**config.mk**
```make
export PLATFORM = sky130hd
export DESIGN_NAME = uart_tx_arbiter
export DESIGN_NICKNAME = d
export VERILOG_FILES = /design/src/rtl/uart_tx_arbiter.sv
export SDC_FILE = /design/constraint.sdc
export NUM_CORES = 1
export LEC_CHECK = 0
export CORE_MARGIN = 2
export CORE_UTILIZATION = 48
export DETAILED_ROUTE_END_ITERATION = 6
export HOLD_SLACK_MARGIN = 0.03
export PLACE_DENSITY = 0.88
export SYNTH_ARGS = -nofsm -noshare
export SYNTH_HDL_FRONTEND = slang
export SYNTH_SLANG_ARGS = --single-unit
```
**constraint.sdc**
```tcl
create_clock -name clk -period 2.9 [get_ports clk]
set_input_delay 0.29 -clock clk [delete_from_list [all_inputs] [get_ports clk]]
set_output_delay 0.29 -clock clk [all_outputs]
set_load 0.02 [all_outputs]
```
**src/rtl/uart_tx_arbiter.sv**
```systemverilog
// Round-robin arbiter sharing one UART transmitter between NUM_REQ byte sources.
// Each grant launches one byte, follows the busy window, then enforces an idle gap.
module uart_tx_arbiter #(
    parameter int NUM_REQ       = 4,
    parameter int DATA_W        = 8,
    parameter int GAP_CYCLES    = 16,
    parameter int START_TIMEOUT = 64
) (
    input  logic                       clk,
    input  logic                       rst_n,
    input  logic [NUM_REQ-1:0]         req,
    input  logic [NUM_REQ*DATA_W-1:0]  req_data,
    output logic [NUM_REQ-1:0]         gnt,
    output logic [NUM_REQ-1:0]         done,
    output logic                       tx_start,
    output logic [DATA_W-1:0]          tx_data,
    input  logic                       tx_busy,
    output logic [$clog2(NUM_REQ)-1:0] active_id,
    output logic                       arb_busy,
    output logic                       timeout_err
);
    localparam int ID_W    = $clog2(NUM_REQ);
    localparam int CNT_MAX = (START_TIMEOUT > GAP_CYCLES) ? START_TIMEOUT : GAP_CYCLES;
    localparam int CNT_W   = $clog2(CNT_MAX + 1);

    typedef enum logic [1:0] {IDLE, WAIT_HI, WAIT_LO, GAP} state_t;

    state_t              state_reg, state_next;
    logic [CNT_W-1:0]    cnt_reg, cnt_next, cnt_inc;
    logic [ID_W-1:0]     last_id_reg, last_id_next;
    logic [ID_W-1:0]     active_id_reg, active_id_next;
    logic [NUM_REQ-1:0]  gnt_reg, gnt_next;
    logic [NUM_REQ-1:0]  done_reg, done_next;
    logic [DATA_W-1:0]   tx_data_reg, tx_data_next;
    logic                tx_start_reg, tx_start_next;
    logic                timeout_reg, timeout_next;
    logic                arb_busy_reg, arb_busy_next;

    logic [DATA_W-1:0]   req_bytes [NUM_REQ];
    logic                win_found;
    logic [ID_W-1:0]     win_id;
    int                  cand;

    generate
        for (genvar gi = 0; gi < NUM_REQ; gi++) begin : g_unpack
            assign req_bytes[gi] = req_data[DATA_W*gi +: DATA_W];
        end
    endgenerate

    // Search upward from the requester after the last winner, wrapping once.
    always_comb begin
        win_found = 1'b0;
        win_id    = '0;
        cand      = 0;
        for (int k = 0; k < NUM_REQ; k++) begin
            cand = int'(last_id_reg) + 1 + k;
            if (cand >= NUM_REQ) cand = cand - NUM_REQ;
            if (!win_found && req[cand[ID_W-1:0]]) begin
                win_found = 1'b1;
                win_id    = cand[ID_W-1:0];
            end
        end
    end

    always_comb begin
        state_next     = state_reg;
        cnt_next       = cnt_reg;
        last_id_next   = last_id_reg;
        active_id_next = active_id_reg;
        tx_data_next   = tx_data_reg;
        gnt_next       = '0;
        done_next      = '0;
        tx_start_next  = 1'b0;
        timeout_next   = 1'b0;
        cnt_inc        = cnt_reg + 1'b1;

        case (state_reg)
            IDLE: begin
                if (win_found && !tx_busy) begin
                    tx_data_next     = req_bytes[win_id];
                    tx_start_next    = 1'b1;
                    gnt_next[win_id] = 1'b1;
                    active_id_next   = win_id;
                    last_id_next     = win_id;
                    cnt_next         = '0;
                    state_next       = WAIT_HI;
                end
            end
            WAIT_HI: begin
                cnt_next = cnt_inc;
                if (tx_busy) begin
                    state_next = WAIT_LO;
                end else if (cnt_inc == CNT_W'(START_TIMEOUT - 1)) begin
                    timeout_next = 1'b1;
                    cnt_next     = '0;
                    state_next   = GAP;
                end
            end
            WAIT_LO: begin
                if (!tx_busy) begin
                    done_next[active_id_reg] = 1'b1;
                    cnt_next                 = '0;
                    state_next               = GAP;
                end
            end
            GAP: begin
                // cnt_inc counts gap clocks elapsed including this one.
                cnt_next = cnt_inc;
                if (GAP_CYCLES == 0 || cnt_inc == CNT_W'(GAP_CYCLES)) begin
                    cnt_next   = '0;
                    state_next = IDLE;
                end
            end
            default: state_next = IDLE;
        endcase

        arb_busy_next = (state_next != IDLE);
    end

    always_ff @(posedge clk or negedge rst_n) begin
        if (!rst_n) begin
            state_reg     <= IDLE;
            cnt_reg       <= '0;
            last_id_reg   <= ID_W'(NUM_REQ - 1);
            active_id_reg <= '0;
            tx_data_reg   <= '0;
            gnt_reg       <= '0;
            done_reg      <= '0;
            tx_start_reg  <= 1'b0;
            timeout_reg   <= 1'b0;
            arb_busy_reg  <= 1'b0;
        end else begin
            state_reg     <= state_next;
            cnt_reg       <= cnt_next;
            last_id_reg   <= last_id_next;
            active_id_reg <= active_id_next;
            tx_data_reg   <= tx_data_next;
            gnt_reg       <= gnt_next;
            done_reg      <= done_next;
            tx_start_reg  <= tx_start_next;
            timeout_reg   <= timeout_next;
            arb_busy_reg  <= arb_busy_next;
        end
    end

    assign gnt         = gnt_reg;
    assign done        = done_reg;
    assign tx_start    = tx_start_reg;
    assign tx_data     = tx_data_reg;
    assign active_id   = active_id_reg;
    assign arb_busy    = arb_busy_reg;
    assign timeout_err = timeout_reg;
endmodule

```
Word-level counts from Yosys, hierarchy flattened
Cells that the tools add are included.
W data, S select, Z words.
- bits in latches: 0
- memories: 0
- register bits after elaboration: 32
- bits in writable memories: 0
- input bits: 39
- output and inout port bits: 21
- memory bits (read-only): 0
- multiplexer cells: 48
- bitwise gates (word level): 1
- shift-type cells: 0
- divide/modulo/power cells: 0
- reductions and logical operators: 14
- add/subtract/negate cells: 9
- $mul: 0
- $lt $le $gt $ge: 13
- equality and inequality tests: 7
- operator list (kind ; number):
    $mux W7 ; 5
    $pmux W7 S4 ; 1
    $mux W2 ; 13
    $lt A2 B3 Y1 const B ; 6
    $bmux W8 S2 ; 1
    $mux W4 ; 4
    $mux W8 ; 2
    $mux W1 ; 15
    $ge A4 B3 Y1 const B ; 3
    $add A3 B2 Y4 const B ; 2
    $bmux W1 S2 ; 4
    $pmux W2 S4 ; 1
    $sub A2 B1 Y2 const B ; 4
    $add A7 B1 Y7 const B ; 1
    $eq A7 B5 Y1 const B ; 1
    $eq A7 B6 Y1 const B ; 1
    $ge A3 B3 Y1 const B ; 2
    $logic_and A1 B1 Y1 ; 6
    $add A3 B1 Y4 const B ; 1
    $demux W1 S2 ; 2
    $eq A2 B2 Y1 const B ; 2
    $ge A2 B1 Y1 const B ; 2
    $logic_not A1 Y1 ; 4
    $ne A2 B2 Y1 const B ; 2
    other kinds (6) ; 7

Logic depth before layout (Yosys ltp)
Gate-level depths: netlist of run 1.
- depth after elaboration: 21
- gate-level depth with buffers: 7
- gate-level depth less buffers: 7

Least setup slack after synthesis of run 1
Ideal clock, no wire load.
- kind: register to register
- from: register cnt_reg[0]
- to: register cnt_reg[4]
- stages on the path, launching flop included: 7
- data required time: 2765 ps
- path slack: 972 ps
- arrival: 1793 ps
- cell sequence: dfrtp_1 > ha_1 > nand3_2 > o21a_1 > or4b_4 > o21ai_2 > o211ai_1
- word-level cells in the longest chain between the ends: 5
- elaborated cells between the ends (all ways): 7
- those cells by class: add/sub (1); eq/ne (2); mux (4)
- RTL lines (what ; RTL line ; RTL):
    start: declaration ; 29 ; logic [CNT_W-1:0] cnt_reg, cnt_next, cnt_inc;
    start signal: assignment ; 134 ; cnt_reg <= cnt_next;
    $add A7 B1 Y7 (*) ; 75 ; cnt_inc = cnt_reg + 1'b1;
    $eq A7 B6 Y1 ; 93 ; end else if (cnt_inc == CNT_W'(START_TIMEOUT - 1)) begin
    $mux W7 ; 93 ;
    $mux W7 ; 91 ; if (tx_busy) begin
    $pmux W7 S4 (*) ; 77 ; case (state_reg)
Mark *: on every way between the ends. The rest lies on a longest branch, timed or not.
A chain may end at the register's enable or synchronous reset.

Final worst setup path of run 1
- from: register cnt_reg[1]
- to: register cnt_reg[4]
Same word-level chain as after synthesis.

==> run summary, run 1 <==
critical path's largest stage delay: 580 ps
R2R cell count: 6
max reg flops: 8
Total GRT Usage: 0.216
global-route wire length before repair: 6710 microns
Critical path buffers and inverters: 0
Post-Synthesis Net Count: 206
pre-CTS setup slack: 438 ps
share of cells above drive strength 1: 0.0917
status: finished, final reports clean
Max FO, Critical Path: 6
Core Region: 0.00334 sq mm
Final Max Slew Viols: 0
port bufs: 59
endpoint type of the worst setup path: register
total chip power: 1.99 mW
fin area: 0.00239 sq mm
Seq/Total Area, Yosys: 0.480
LEAKAGE: 1.03 nW
data arrival time of the critical path: 2350 ps
post-synthesis cell type count: 43
CTS root buffer: clkbuf_4
FF/Latch Area: 803 sq um
Synth Register Bits: 32
CTS H-tree lvls: 2
CTS tree: yes
met3 usage: 0.0696
Boundary Pins: 60
Crit path top cell by count: o211ai_1
largest net degree at the start of global routing: 33
Avg Synthesized Cell Area: 10.1 sq um
Achievable Freq: 467 MHz
Tmin final: 2140 ps
Routed wire per std cell: 14.3 microns
Setup Buffers After CTS: 0
CTS Buffer Depth: 2
Async SR Flop Fraction: 1.00
Final Hold Viols: 0
die area: 0.00398 sq mm
CP max stage cell: or4b_4
WP depth: 6
post-cts hold buffer count: 0
Final WS setup: 756 ps
Yosys warning total: 0
mapped cell area: 0.00167 sq mm
Largest delay share family, worst path: simple AND/OR/NAND/NOR gates
WL final: 3930 microns
FP Rows: 21
FILL cells: 252
Peak VDD IR: 0.428 mV
Num CTS Buffers: 5
required time of the critical path: 3100 ps
Synth Flop Type: dfrtp_1
CP Launch Type: register
post-DP HPWL: 2950 microns
Die H: 63.1 microns
multi-input logic area: 807 sq um
Initial DRT Pass Iterations: 4
clock sink count: 32
ANT cells: 0
RSZ-0062 raised after global routing: no
Clock transition at path regs: 100 ps
max_cap viols: 0
clk_skew: 8.53 ps
gr ovfl total: 0
First DRT Iteration DRCs: 52
Max-slew headroom: 0.571
P per Cell Area: 835 mW/mm^2
cells along the critical path: ha_1 -> nand3_2 -> o21a_1 -> or4b_4 -> o211ai_1 -> o211ai_1
Via Count: 1514
Die X-Extent: 63.1 microns
nets: 269
Final ANT Viol Nets: 0
worst hold path class: input port to asynchronous set/reset pin
Final Cycle Share: 0.739
GP Congestion: 0.807
Initial Util: 0.502
Fin Setup TNS: 0 ps
Cells after Synth: 165
initial antenna violation count: 0
Layout Area Growth over Synthesis: 42.6%
most crowded layer after global routing: met2
met1 usage: 0.271
post_cts resized: 0
vias per cell: 5.51
met2 usage: 0.355
Post-synth EDFFs: 0
Setup violations, final: 0
dpl cell area: 0.00231 sq mm
vias in the first global route: 1437
Worst Max-Slew Pin Slew: 637 ps
Worst-Skew Late Latency: 330 ps
critical setup path kind: register to register
Remaining DRCs: 0
## final cells by class
cell class / instances / area share
clock buffers: 6 / 0.0173
clock inverters: 2 / 0.0147
inverters: 8 / 0.0126
multi-input cells: 119 / 0.338
flip-flops and latches: 32 / 0.336
well taps: 46 / 0.0241
repair buffers: 62 / 0.257
## placed cells by master (no fill, tap or decap), types with 4 or more instances in the layout
master,synthesis,layout
clkdlybuf4s50_1,0,59
dfrtp_1,30,30
nand2_1,22,22
mux2i_1,17,17
nor2_1,11,11
o221ai_1,8,8
inv_1,7,7
o21ai_0,7,7
nor3_1,5,5
clkbuf_4,0,5
o21a_1,4,4
## worst paths after layout
check	from	to	slack, ps
setup reg to reg	cnt_reg[1]$_DFFE_PN0P_	cnt_reg[4]$_DFFE_PN0P_	760
max in group asynchronous	rst_n	last_id_reg[1]$_DFFE_PN1P_	2240
setup / recovery	cnt_reg[1]$_DFFE_PN0P_	cnt_reg[4]$_DFFE_PN0P_	760
min in group clk	active_id[1]$_DFFE_PN0P_	done[1]$_DFF_PN0_	490
hold / removal	rst_n	tx_data[2]$_DFFE_PN0P_	340
hold reg to reg	active_id[1]$_DFFE_PN0P_	done[1]$_DFF_PN0_	490
## cells by family after synthesis
family,count (synthesis),synth area share
multiplexers,17,0.102
AND/OR/NAND/NOR,59,0.179
adder cells (fa/ha/maj),2,0.0149
flip-flops,32,0.480
AO/OA/AOI/OAI,38,0.164
buffers and inverters,14,0.0456
XOR/XNOR,3,0.0157
## synth_stat cells, types with 2 or more instances
master    instances  area (sq um)
nor2_1           11          41.3
mux2i_1          17           170
buf_6             2          22.5
nand4_1           2          12.5
o211ai_1          2          15.0
o21ai_0           7          35.0
ha_1              2          25.0
nand2b_1          3          18.8
xor2_1            2          17.5
o221ai_1          8          70.1
dfstp_2           2          52.6
nand3_1           3          15.0
a21oi_1           3          15.0
o21a_1            4          30.0
nor4_1            3          18.8
nor3_1            5          25.0
dfrtp_1          30           751
inv_1             7          26.3
o21ai_1           2          10.0
a211oi_1          4          30.0
a22o_1            2          17.5
nand2_1          22          82.6
buf_4             2          15.0
## power by group
| group | total (mW) | internal, mW | switching, mW |
|---|---|---|---|
| clock network | 0.331 | 0.181 | 0.150 |
| logic | 0.876 | 0.435 | 0.441 |
| registers | 0.785 | 0.606 | 0.179 |
## per-stage QoR
step                hold WS, ps  instances  utilization
global route                352        275        0.715
global placement            464        267        0.693
floorplan                 -5.59        165            -
CTS                         356        275        0.715
detailed placement          470        267        0.693
finish                      339        275        0.715
## metal layers
layer | vias up | share of wire | routed length [microns]
li1 | 727 | - | -
met1 | 711 | 0.43 | 1690
met2 | 70 | 0.49 | 1930
met3 | 6 | 0.069 | 271
met4 | 0 | 0.0099 | 39
met5 | - | 0 | 0
No activity file was read; power rests on OpenSTA's default activity.
==> run 2: changes to the inputs <==
--- a/config.mk
+++ b/config.mk
@@ -6,10 +6,10 @@
 export NUM_CORES = 1
 export LEC_CHECK = 0
 export CORE_MARGIN = 2
-export CORE_UTILIZATION = 48
+export CORE_UTILIZATION = 44
 export DETAILED_ROUTE_END_ITERATION = 6
 export HOLD_SLACK_MARGIN = 0.03
-export PLACE_DENSITY = 0.88
+export PLACE_DENSITY = 0.82
 export SYNTH_ARGS = -nofsm -noshare
 export SYNTH_HDL_FRONTEND = slang
 export SYNTH_SLANG_ARGS = --single-unit
==> constraint.sdc (replaced) <==
create_clock -name clk -period 2.11 [get_ports clk]
set_input_delay 0.211 -clock clk [delete_from_list [all_inputs] [get_ports clk]]
set_output_delay 0.211 -clock clk [all_outputs]
set_load 0.02 [all_outputs]
==> run summary, run 2 (same netlist as run 1, synthesis figures left out) <==
Max-slew headroom: 0.646 (+0.0752)
Worst-Skew Late Latency: 280 ps (-50 ps)
die area: 0.00431 sq mm (+8.5%)
status: finished, final reports clean
Final ANT Viol Nets: 0 (unchanged)
CTS root buffer: clkbuf_8
Finished Core Util: 0.685 (-0.0302)
most common cell after layout, fill and taps aside: clkdlybuf4s50_1
R2R cell count: 6 (unchanged)
Setup Buffers After CTS: 0 (unchanged)
vias in the first global route: 1423 (-0.97%)
max reg flops: 8 (unchanged)
data arrival time of the critical path: 2150 ps (-200 ps)
FP Rows: 22 (+4.8%)
CTS H-tree lvls: 2 (unchanged)
Die H: 65.7 microns (+4.2%)
Final Hold Viols: 0 (unchanged)
Achievable Freq: 503 MHz (+7.8%)
share of cells above drive strength 1: 0.130 (+0.0380)
post_cts resized: 0 (unchanged)
nets: 279 (+3.7%)
Initial DRT Pass Iterations: 4 (unchanged)
ANT cells: 0 (unchanged)
CTS Buffer Depth: 2 (unchanged)
first element of the critical path: cnt_reg[1]$_DFFE_PN0P_
First DRT Iteration DRCs: 91 (+75%)
Final Max Slew Viols: 0 (unchanged)
endpoint type of the worst setup path: register
Max FO, Critical Path: 6 (unchanged)
Boundary Pins: 60 (unchanged)
Layout Area Growth over Synthesis: 49.9%
Setup violations, final: 0 (unchanged)
Remaining DRCs: 0 (unchanged)
port bufs: 59 (unchanged)
Initial Util: 0.457 (-0.0444)
worst hold path class: input port to asynchronous set/reset pin
largest net degree at the start of global routing: 33 (unchanged)
R2R Path Start: cnt_reg[1]$_DFFE_PN0P_
Total GRT Usage: 0.189 (-0.0277)
CP Launch Type: register
Routed wire per std cell: 12.7 microns (-11%)
GP Congestion: 0.821 (+1.8%)
P per Cell Area: 1170 mW/mm^2 (+40%)
initial antenna violation count: 0 (unchanged)
CTS tree: yes
flop-to-flop setup slack: 120 ps (-640 ps)
RSZ-0062 raised after global routing: no
max_cap viols: 0 (unchanged)
Tmin final: 1990 ps (-154 ps)
LEAKAGE: 1.09 nW (+6.5%)
gr ovfl total: 0 (unchanged)
Worst Max-Slew Pin Slew: 527 ps (-111 ps)
Clock transition at path regs: 60 ps (-40 ps)
vias per cell: 5.28 (-4.2%)
Final Cycle Share: 0.943 (+0.204)
commonest non-fill, non-tap cells in the layout: clkdlybuf4s50_1, dfrtp_1, nand2_1
critical setup path kind: register to register
post-cts hold buffer count: 0 (unchanged)
WL final: 3650 microns (-7.0%)
Peak VDD IR: 0.559 mV (+30%)
Num CTS Buffers: 5 (unchanged)
Die X-Extent: 65.7 microns (+4.2%)
Via Count: 1514 (unchanged)
required time of the critical path: 2270 ps (-830 ps)
post-DP HPWL: 2820 microns (-4.6%)
clk_skew: 5.88 ps (-2.65 ps)
global-route wire length before repair: 6250 microns (-6.8%)
Core Region: 0.00366 sq mm (+9.7%)
Fin Setup TNS: 0 ps (unchanged)
reg2reg end: cnt_reg[4]$_DFFE_PN0P_
clock sink count: 32 (unchanged)
## run 2: cell count changes in the layout (fill, tap and decap cells not counted)
| cell | before | now |
|---|---|---|
| buf_4 | 3 | 12 |
| clkbuf_4 | 5 | 0 |
| clkbuf_8 | 0 | 5 |
| buf_12 | 0 | 1 |
## run 2: routing by layer
| metal | vias up | global-route usage | wire [microns] |
|---|---|---|---|
| li1 | 747 | - | - |
| met1 | 694 | 0.242 | 1640 |
| met2 | 68 | 0.302 | 1680 |
| met3 | 5 | 0.0428 | 270 |
| met4 | 0 | 0.0859 | 61 |
| met5 | - | 0 | 0 |
## run 2: metrics by stage
step	cell area, sq um	worst slack (ps)	hold slack [ps]	cells	power (mW)
floorplan	1670	182	-84.6	165	1.85
global route	2510	13.9	348	287	3.13
CTS	2510	125	327	287	2.95
detailed placement	2400	-47.2	471	279	2.38
finish	2510	121	308	287	2.93
global placement	2400	64.1	468	279	2.35
## run 2: worst max path at each step
stage                        endpoint  cells past startpoint  slack [ps]
6_report       cnt_reg[4]$_DFFE_PN0P_                      6         120
5_1_grt        cnt_reg[4]$_DFFE_PN0P_                      6          10
4_1_cts        cnt_reg[4]$_DFFE_PN0P_                      6         120
3_5_place_dp   tx_data[2]$_DFFE_PN0P_                      7         -50
3_3_place_gp   tx_data[2]$_DFFE_PN0P_                      7          60
2_1_floorplan  cnt_reg[4]$_DFFE_PN0P_                      6         180
## run 2: worst max-delay path: stages (launching register included)
cell	delay (ps)
dfrtp_1	430
ha_1	240
nand3_2	90
o21a_1	230
or4b_4	580
o21ai_2	180
o211ai_1	120
## run 2: cell type report
class | instances | area, sq um
clock buffer | 6 | 72.6
timing repair buffer | 72 | 701
tap | 48 | 60.1
fill | 279 | 1150
inverter | 8 | 30.0
multi-input combinational | 119 | 807
sequential | 32 | 803
clock inverter | 2 | 35.0
## run 2: where the power goes
group | internal (mW) | switching, mW
Clock | 0.350 | 0.212
Combinational | 0.675 | 0.644
Sequential | 0.835 | 0.214
Total | 1.86 | 1.07
==> run 3: changes to the inputs <==
--- a/config.mk
+++ b/config.mk
@@ -5,6 +5,7 @@
 export SDC_FILE = /design/constraint.sdc
 export NUM_CORES = 1
 export LEC_CHECK = 0
+export CAP_MARGIN = 20
 export CORE_MARGIN = 2
 export CORE_UTILIZATION = 44
 export DETAILED_ROUTE_END_ITERATION = 6
==> results of run 3 <==
Same layout as run 2: the final DEF is identical, and so are final timing and power.
